$ cat src/rtl/edge_pkg.sv
// edge_pkg: shared classification/FSM types and index-width helper for edge_hysteresis.
package edge_pkg;
    typedef enum logic [1:0] {
        CLS_NONE   = 2'd0,
        CLS_WEAK   = 2'd1,
        CLS_STRONG = 2'd2
    } edge_class_t;

    typedef enum logic {
        ST_IDLE = 1'b0,
        ST_RUN  = 1'b1
    } state_t;

    localparam int IMG_W_DEF = 448;
    localparam int COL_W     = $clog2(IMG_W_DEF);

    function automatic int idx_w(input int n);
        return (n > 1) ? $clog2(n) : 1;
    endfunction
endpackage

$ cat src/rtl/edge_line_flags.sv
// edge_line_flags: one edge bit per column from the previous row; sync write, comb read, no reset.
module edge_line_flags #(
    parameter int W  = 448,
    parameter int AW = 9
) (
    input  logic          clk,
    input  logic          we_i,
    input  logic [AW-1:0] addr_i,
    input  logic          wdata_i,
    output logic          rdata_o
);
    logic mem_q [W];

    always_ff @(posedge clk)
        if (we_i) mem_q[addr_i] <= wdata_i;

    assign rdata_o = mem_q[addr_i];
endmodule

$ cat src/rtl/edge_hysteresis.sv
// edge_hysteresis: threshold classification plus single-pass causal hysteresis on a gradient stream.
// Define EDGE_BORDER_CLR_EN to force edge = 0 on the image border.
module edge_hysteresis
    import edge_pkg::*;
#(
    parameter int IMG_W = 448,
    parameter int IMG_H = 448,
    parameter int MAG_W = 16,
    parameter int CNT_W = 18
) (
    input  logic             clk,
    input  logic             rst_n,
    input  logic             in_valid_i,
    input  logic [MAG_W-1:0] mag_i,
    input  logic             chl_x_i,
    input  logic             chl_y_i,
    input  logic [MAG_W-1:0] thr_hi_i,
    input  logic [MAG_W-1:0] thr_lo_i,
    output logic             out_valid_o,
    output logic             edge_o,
    output logic [1:0]       edge_class_o,
    output logic [1:0]       dir_o,
    output logic [CNT_W-1:0] edge_count_o,
    output logic             frame_done_o,
    output logic             busy_o
);
    localparam int CW = idx_w(IMG_W);
    localparam int RW = idx_w(IMG_H);

    state_t           state_q, state_d;
    logic [CW-1:0]    col_q, col1_q;
    logic [RW-1:0]    row_q;
    logic [MAG_W-1:0] thr_hi_q, thr_lo_q, thr_hi, thr_lo;
    logic             start, col_end, last;
    logic             v1_q, first1_q, last1_q, row0_1_q;
    logic [1:0]       dir1_q, dir_q;
    edge_class_t      cls_d, cls1_q, cls_q;
    logic             above_flag, left, above, keep, edge_d;
    logic             out_valid_q, edge_q, frame_done_q;
    logic [CNT_W-1:0] cnt_q;

    always_ff @(posedge clk or negedge rst_n)
        if (!rst_n) state_q <= ST_IDLE;
        else state_q <= state_d;

    always_comb state_d = in_valid_i ? (last ? ST_IDLE : ST_RUN) : state_q;

    always_comb busy_o = state_q == ST_RUN;

    assign start   = state_q == ST_IDLE && in_valid_i;
    assign col_end = col_q == CW'(IMG_W - 1);
    assign last    = col_end && row_q == RW'(IMG_H - 1);
    // The first pixel is classified against the thresholds being latched alongside it
    assign thr_hi  = start ? thr_hi_i : thr_hi_q;
    assign thr_lo  = start ? thr_lo_i : thr_lo_q;
    assign cls_d   = mag_i >= thr_hi ? CLS_STRONG : mag_i >= thr_lo ? CLS_WEAK : CLS_NONE;

    always_ff @(posedge clk or negedge rst_n) begin
        if (!rst_n) begin
            col_q    <= '0;
            row_q    <= '0;
            thr_hi_q <= '0;
            thr_lo_q <= '0;
            v1_q     <= 1'b0;
            col1_q   <= '0;
            cls1_q   <= CLS_NONE;
            first1_q <= 1'b0;
            last1_q  <= 1'b0;
            row0_1_q <= 1'b0;
            dir1_q   <= '0;
        end else begin
            v1_q <= in_valid_i;
            if (start) begin
                thr_hi_q <= thr_hi_i;
                thr_lo_q <= thr_lo_i;
            end
            if (in_valid_i) begin
                col_q    <= col_end ? '0 : col_q + CW'(1);
                row_q    <= last ? '0 : row_q + RW'(col_end);
                col1_q   <= col_q;
                cls1_q   <= cls_d;
                first1_q <= start;
                last1_q  <= last;
                row0_1_q <= row_q == '0;
                dir1_q   <= {chl_y_i, chl_x_i};
            end
        end
    end

`ifdef EDGE_BORDER_CLR_EN
    logic b1_q;

    always_ff @(posedge clk or negedge rst_n)
        if (!rst_n) b1_q <= 1'b0;
        else if (in_valid_i) b1_q <= col_q == '0 || col_end || row_q == '0 || row_q == RW'(IMG_H - 1);

    assign keep = !b1_q;
`else
    assign keep = 1'b1;
`endif

    // edge_q still holds the previous output's decision, which is the left neighbour
    assign left   = col1_q != '0 && edge_q;
    assign above  = !row0_1_q && above_flag;
    assign edge_d = keep && (cls1_q == CLS_STRONG || (cls1_q == CLS_WEAK && (left || above)));

    edge_line_flags #(.W(IMG_W), .AW(CW)) u_flags (
        .clk     (clk),
        .we_i    (v1_q),
        .addr_i  (col1_q),
        .wdata_i (edge_d),
        .rdata_o (above_flag)
    );

    always_ff @(posedge clk or negedge rst_n) begin
        if (!rst_n) begin
            out_valid_q  <= 1'b0;
            frame_done_q <= 1'b0;
            edge_q       <= 1'b0;
            cls_q        <= CLS_NONE;
            dir_q        <= '0;
            cnt_q        <= '0;
        end else begin
            out_valid_q  <= v1_q;
            frame_done_q <= v1_q && last1_q;
            if (v1_q) begin
                edge_q <= edge_d;
                cls_q  <= cls1_q;
                dir_q  <= dir1_q;
                cnt_q  <= first1_q ? CNT_W'(edge_d) : (&cnt_q ? cnt_q : cnt_q + CNT_W'(edge_d));
            end
        end
    end

    assign out_valid_o  = out_valid_q;
    assign edge_o       = edge_q;
    assign edge_class_o = cls_q;
    assign dir_o        = dir_q;
    assign edge_count_o = cnt_q;
    assign frame_done_o = frame_done_q;
endmodule

$ cat config.mk
export PLATFORM = sky130hd
export DESIGN_NAME = edge_hysteresis
export DESIGN_NICKNAME = d
export VERILOG_FILES = /design/src/rtl/edge_pkg.sv /design/src/rtl/edge_line_flags.sv /design/src/rtl/edge_hysteresis.sv
export SDC_FILE = /design/constraint.sdc
export NUM_CORES = 1
export LEC_CHECK = 0
export ABC_AREA = 1
export CORE_MARGIN = 3
export CORE_UTILIZATION = 40
export CTS_CLUSTER_SIZE = 24
export DETAILED_ROUTE_END_ITERATION = 10
export PLACE_DENSITY = 0.54
export SETUP_SLACK_MARGIN = 0.15
export SYNTH_ARGS = -nofsm -noshare
export SYNTH_HDL_FRONTEND = slang
export SYNTH_HIERARCHICAL = 1
export SYNTH_SLANG_ARGS = --single-unit
$ cat constraint.sdc
create_clock -name clk -period 11.25 [get_ports clk]
set_input_delay 2.25 -clock clk [delete_from_list [all_inputs] [get_ports clk]]
set_output_delay 2.25 -clock clk [all_outputs]
set_load 0.05 [all_outputs]
==> results.rst <==
.. list-table::
   :header-rows: 1

   * - Metric
     - Value
   * - Pin count of the biggest net entering global routing
     - 255
   * - RSZ-0062 raised after global routing
     - false
   * - Hold Fails Final Rpt
     - 0
   * - CTS Buf Count
     - 60
   * - Number of setup violations in the final report
     - 0
   * - Worst path most repeated cell
     - sky130_fd_sc_hd__nand2_1
   * - Number of clock sinks
     - 541
   * - Area inside the core boundary
     - 63800 sq um
   * - Starting density of the core
     - 40.8%
   * - Worst setup path startpoint
     - col1_q[0]
   * - # IOs
     - 79
   * - Depth of the worst hold-timing path
     - 2
   * - Cell Pwr Density
     - 205 nW/um^2
   * - Maximum count of clock buffers along a single path
     - 3
   * - Combinational cell fraction of total power
     - 24.9%
   * - Standby leakage power
     - 11.8 nW
   * - Yosys reg bits
     - 541
   * - Count of cell types in the netlist
     - 48
   * - Die outline height
     - 261 um
   * - Max stage delay cell, worst path
     - sky130_fd_sc_hd__dfrtp_4
   * - Result of the run
     - finished, final reports clean
   * - Mean routed wirelength per cell
     - between 15 and 20 um
   * - Die Span X
     - 261 um
   * - Required arrival time at the worst endpoint
     - around 12 ns
   * - Switching power total
     - between 0.002 and 0.0025 W
   * - Port Buffers
     - 78
   * - Number of slew-limit violations in the final report
     - 0
   * - Overall die area
     - 68200 sq um
   * - Slew margin rel.
     - approximately a fifth
   * - Register area share after synthesis
     - 60.6%
   * - Post-Synthesis Cells
     - a little under 3k
   * - Fraction of power spent switching nets
     - 34.2%
   * - EDFF count, synth
     - 448
   * - DRT Wirelength
     - 72.3 mm
   * - Post CTS Setup Buffer Count
     - 0
   * - Slew at the pin closest to its max-slew limit
     - 1.21 ns
   * - Fraction of post-synthesis cell area in the top cell type by area
     - 51.7%
   * - Multi-input gate area in the final layout
     - between 8000 and 9000 sq um
   * - Growth of design area from synthesis to finish
     - 12.2%
   * - First drt pass iteration count
     - 5
   * - Sequential share of power
     - 43.5%
   * - Ranking of synthesized cells by area
     - sky130_fd_sc_hd__edfxtp_1 (52%), sky130_fd_sc_hd__nand2_1 (17%), sky130_fd_sc_hd__dfrtp_1 (8.9%)
   * - Maximum clock rate
     - roughly 150 MHz
   * - Post-synthesis cell type with the largest combined area
     - sky130_fd_sc_hd__edfxtp_1
   * - HP Start
     - last1_q
   * - Overall Global Routing Usage
     - 21.1%
   * - # DRC
     - 0
   * - Largest fanout of any net on the critical path
     - 88
   * - Part of the power in the clock network
     - between 30% and 40%
   * - Clock tree from TritonCTS
     - yes
   * - Clock input transition at the sequential cells of the worst setup and hold paths
     - 0.06 ns
   * - Synthesized area
     - 26000 sq um
   * - Number of warnings reported in the yosys synthesis log
     - 6
   * - Sequential Area
     - 15800 sq um
   * - Proportion of layout cells with a drive suffix above 1
     - between 5 and 6%
   * - Internal power of the cells
     - 0.00394 W
   * - Initial antenna violation count
     - 3
   * - Part of the cycle the worst path needs
     - 57.4%
   * - Root cell of the clock tree
     - sky130_fd_sc_hd__clkbuf_16
   * - Largest stage delay on the critical path
     - 0.98 ns
   * - RePlAce Congestion
     - about 0.80
   * - Final worst slack
     - 4.79 ns
   * - Vias per cell
     - between 5 and 6
   * - Final Hold Slack
     - 0.478 ns
   * - Most used flip-flop cell after synthesis
     - sky130_fd_sc_hd__edfxtp_1
   * - Via Count
     - a little under 20k
   * - Max-cap violation count
     - 0
   * - Number of fillers in the final layout
     - slightly above 6k
   * - Critical path data arrival time
     - 7.02 ns
   * - Number of design-rule violations left by the first detailed-router iteration
     - 1857
   * - Total negative slack
     - 0 ns
   * - Post-synthesis async set-or-reset flop share
     - about 17%
   * - Clock skew after layout
     - 0.0231 ns
   * - Global-route wire length before repair
     - about 110 mm
   * - Final critical delay including setup and external delays
     - 6.46 ns
   * - Post-CTS Hold Buffers
     - 0
   * - Path type of the worst min-delay path
     - flop to flop
   * - Post-detail-place hpwl
     - 38.1 mm
   * - Synthesized area divided by synthesized cell count
     - ~8.9 sq um
   * - Worst flop-to-flop path startpoint
     - col1_q[0]
   * - Worst slack after detailed placement
     - between 4 and 5 ns
   * - Peak VDD IR
     - 0.000176 V
   * - Remaining number of nets flagged by the antenna check after routing
     - 0
   * - Post-cts gate resize count
     - 0
   * - Std-Cell Rows
     - 92
   * - Critical Path Sink Type
     - flop
   * - Number of nets in the final layout
     - 3039
   * - Grt total ovfl
     - 0
   * - Clock network latency to the later pin of the worst-skew pair
     - 0.63 ns
   * - Worst Path Class, Setup
     - flop to flop
   * - Total nets after synthesis
     - 3031
   * - Critical Path Start Type
     - flop
   * - Reg2Reg Depth
     - 29
   * - H-tree levels
     - 2
   * - Vias in the first global route
     - 18.9k
==> layout make-up <==
cell class | count | area share [%]
antenna | 2 | 0.0171
multi-input combinational | 2072 | 30.3
clock inverter | 33 | 0.797
tap | 846 | 3.62
sequential | 541 | 54.1
clock buffer | 80 | 5.61
timing repair buffer | 106 | 3.43
inverter | 167 | 2.16
==> layout by cell type (no fill, tap or decap), types with 15 or more instances in the layout <==
cell type / synthesis / layout
sky130_fd_sc_hd__nand2_1: 1187 / 1184
sky130_fd_sc_hd__nor2_1: 536 / 534
sky130_fd_sc_hd__edfxtp_1: 448 / 448
sky130_fd_sc_hd__inv_1: 158 / 158
sky130_fd_sc_hd__nand3_1: 95 / 95
sky130_fd_sc_hd__dfrtp_1: 93 / 91
sky130_fd_sc_hd__clkdlybuf4s50_1: 0 / 77
sky130_fd_sc_hd__clkbuf_16: 0 / 61
sky130_fd_sc_hd__o21ai_0: 52 / 52
sky130_fd_sc_hd__nand4_1: 48 / 48
sky130_fd_sc_hd__ha_1: 38 / 38
sky130_fd_sc_hd__buf_4: 5 / 28
sky130_fd_sc_hd__nand2_2: 16 / 18
sky130_fd_sc_hd__clkinv_1: 1 / 18
sky130_fd_sc_hd__a21oi_1: 16 / 16
sky130_fd_sc_hd__clkbuf_1: 61 / 15
==> state kept, by name, summed over array words and instances (netlist names) <==
name / flops
dir_o: 2
v1_q: 1
col_q: 9
edge_o: 1
busy_o: 1
edge_class_o: 2
cls1_q: 2
out_valid_o: 1
thr_lo_q: 16
last1_q: 1
u_flags/mem_q: 448
thr_hi_q: 16
row_q: 9
edge_count_o: 18
frame_done_o: 1
first1_q: 1
col1_q: 9
dir1_q: 2
row0_1_q: 1
==> cells in the mapped netlist (2+ instances only) <==
cell type	n
sky130_fd_sc_hd__a31oi_1	2
sky130_fd_sc_hd__mux2_2	2
sky130_fd_sc_hd__o21bai_1	4
sky130_fd_sc_hd__buf_2	75
sky130_fd_sc_hd__dfrtp_1	93
sky130_fd_sc_hd__nand2_2	16
sky130_fd_sc_hd__o21ai_0	52
sky130_fd_sc_hd__clkbuf_1	61
sky130_fd_sc_hd__nor2_4	4
sky130_fd_sc_hd__o31ai_1	3
sky130_fd_sc_hd__nand4_1	48
sky130_fd_sc_hd__o21a_1	2
sky130_fd_sc_hd__inv_1	158
sky130_fd_sc_hd__nand2_1	1187
sky130_fd_sc_hd__edfxtp_1	448
sky130_fd_sc_hd__buf_6	8
sky130_fd_sc_hd__inv_2	7
sky130_fd_sc_hd__o21ai_2	13
sky130_fd_sc_hd__nor3_4	2
sky130_fd_sc_hd__ha_1	38
sky130_fd_sc_hd__buf_4	5
sky130_fd_sc_hd__xor2_1	9
sky130_fd_sc_hd__nor2_1	536
sky130_fd_sc_hd__nor2_2	7
sky130_fd_sc_hd__a21oi_1	16
sky130_fd_sc_hd__nand3_1	95
sky130_fd_sc_hd__nor3_1	14
sky130_fd_sc_hd__buf_1	9
sky130_fd_sc_hd__o21ai_1	6
sky130_fd_sc_hd__nor3_2	2
==> per-layer routing <==
layer / global-route usage [%] / wire (um) / vias up
li1: - / - / 9433
met1: 28.9 / 31700 / 9670
met2: 35.1 / 34300 / 542
met3: 3.22 / 4270 / 133
met4: 6.21 / 2030 / 2
met5: 0 / 14 / -
==> power groups by stage <==
stage / logic, W / clock network, W / registers (W)
after floorplan: 0.000908 / 0 / 0.00280
after global placement: 0.00148 / 0 / 0.00264
after detailed placement: 0.00149 / 0 / 0.00264
after CTS: 0.00149 / 0.00194 / 0.00260
after global routing: 0.00165 / 0.00202 / 0.00261
final: 0.00149 / 0.00189 / 0.00260
==> logic make-up after synthesis <==
logic type,count (synthesis),synth area share (%)
fa+ha+maj,38,1.83
compound gates,105,2.39
simple gates,1917,29.3
xor+xnor,10,0.336
mux,2,0.0865
buf+inv,327,5.49
flops,541,60.6
==> worst max-delay path: cells and delay by family, from the launching register on <==
family	cells	cell delay, ns
flip-flops	1	0.98
AND/OR/NAND/NOR	21	2.46
AO/OA/AOI/OAI	2	0.27
buffers and inverters	4	1.91
adder cells (fa/ha/maj)	2	0.58
==> through the flow <==
stage	cell area (sq um)	power [W]	util (%)	instances
2_1_floorplan	26000	0.00371	-	2940
3_3_place_gp	27300	0.00412	42.9	3732
3_5_place_dp	27300	0.00413	42.9	3732
4_1_cts	29200	0.00603	45.8	3845
5_1_grt	29200	0.00628	45.8	3847
6_report	29200	0.00598	45.8	3847
==> worst paths after layout <==
kind,endpoint,slack [ns]
min,frame_done_o,0.48
min reg2reg,frame_done_o,0.48
min in group asynchronous,row_q[5],1.50
max,edge_count_o[16],4.79
max reg2reg,edge_count_o[16],4.79
max in group asynchronous,col1_q[1],8.38
No activity file was read; power rests on OpenSTA's default activity.
==> edit: new RTL, same settings <==
Build with the macro `EDGE_BORDER_CLR_EN` defined.
--- a/src/rtl/edge_hysteresis.sv
+++ b/src/rtl/edge_hysteresis.sv
@@ -1,5 +1,7 @@
 // edge_hysteresis: threshold classification plus single-pass causal hysteresis on a gradient stream.
 // Define EDGE_BORDER_CLR_EN to force edge = 0 on the image border.
+`define EDGE_BORDER_CLR_EN
+
 module edge_hysteresis
     import edge_pkg::*;
 #(
Behaviour: not the same (Yosys sat finds a counterexample within 4 cycles, from zero or initial values and one cycle with rst_n low).
==> edit against the original RTL <==
Sequential cell count is 1 higher; area after synthesis is 0.20% higher; total power is 6.4% lower; setup slack better by 0.16 ns; cell area hardly changed; clock skew is 0.0027 ns lower; maximum frequency is 2.5% higher; cell count is 0.10% lower; routed wire length is 1.2% higher; combinational power is 13% lower; worst hold slack worse by 0.0069 ns; critical path depth is 3 higher; global-route usage is 0.34 points higher; largest cell class unchanged; largest power group unchanged; highest routed layer is now met4.
==> edit: results <==
export IMPL_placed_area_um2=27400
export IMPL_cts_buffers=59
export IMPL_min_from="dir_o[0]"
export IMPL_irDropWorstVdd_mv=0.113
export IMPL_ys_types=43
export IMPL_grt_util_met3=0.0366
export IMPL_routed_via_density=5.10
export IMPL_ys_seq_area_frac=0.606
export IMPL_yosys_top_cells_count="1173 x nand2_1, 541 x nor2_1, 448 x edfxtp_1"
export IMPL_grt_use_total=0.215
export IMPL_cp_top_family="buffers and inverters"
export IMPL_crit_arrival_ns=6.84
export IMPL_p_leak_nw=11.8
export IMPL_synth_area_top_cells="edfxtp_1 52%, nand2_1 17%, dfrtp_1 9.0%"
export IMPL_pre_cts_ws_ns=4.89
export IMPL_reg2reg_depth=32
export IMPL_synthMuxAreaShare=0.000863
export IMPL_m1WireLength_um=31900
export IMPL_dr_max_layer_used="met4"
export IMPL_yosys_area_share_adder=0.0187
export IMPL_finalCritPeriodShare=0.560
export IMPL_hold_class="flop to flop"
export IMPL_crit_slowest_cell="buf_4"
export IMPL_grt_use_met1=0.286
export IMPL_outcome="completed"
export IMPL_drive_gt1_frac=0.0591
export IMPL_p_seq_mw=2.46
export IMPL_synth_compound_area_frac=0.0235
export IMPL_finClkSkew_ns=0.0204
export IMPL_grt_pass1_vias=19300
export IMPL_grt_pass1_wl_um=112000
export IMPL_drt_first_pass_iters=6
export IMPL_synthArstFlopShare=0.173
export IMPL_pg_clk_mw=1.85
export IMPL_dpl_hpwl_um=39800
export IMPL_routed_wl_met3_um=4470
export IMPL_met2_usage=0.360
export IMPL_relSlewSlack=0.210
export IMPL_drtIter0Drc=1764
export IMPL_gp_congestion=0.832
export IMPL_hold_path_endpoint="dir_o[0]"
export IMPL_synthXorXnorAreaFrac=0.00504
edit: stage by stage:
| step | power, mW | cells | hold slack (ns) |
|---|---|---|---|
| 2_1_floorplan | 3.35 | 2941 | 0.433 |
| 3_3_place_gp | 3.77 | 3731 | 0.457 |
| 3_5_place_dp | 3.79 | 3731 | 0.460 |
| 4_1_cts | 5.65 | 3841 | 0.475 |
| 5_1_grt | 5.88 | 3842 | 0.504 |
| 6_report | 5.60 | 3843 | 0.471 |
edit: worst register-to-register path, delay by kind of cell, from the launching register on:
family	cells	cell delay, ns
xor gates and xnor gates	1	0.16
and+or+nand+nor	23	1.95
AOI/OAI and AO/OA	1	0.08
DFF	1	0.71
adders and majority gates	2	0.65
buffers and inverters	5	2.66
edit: area by class of cell:
class / instances / area (µm²)
multi-input cells: 2070 / 8870
repair buffers: 105 / 981
well taps: 846 / 1060
fillers: 6253 / 34600
clock buffers: 78 / 1620
inverters: 168 / 643
flip-flops and latches: 542 / 15800
clock inverters: 32 / 215
diodes: 2 / 5.00
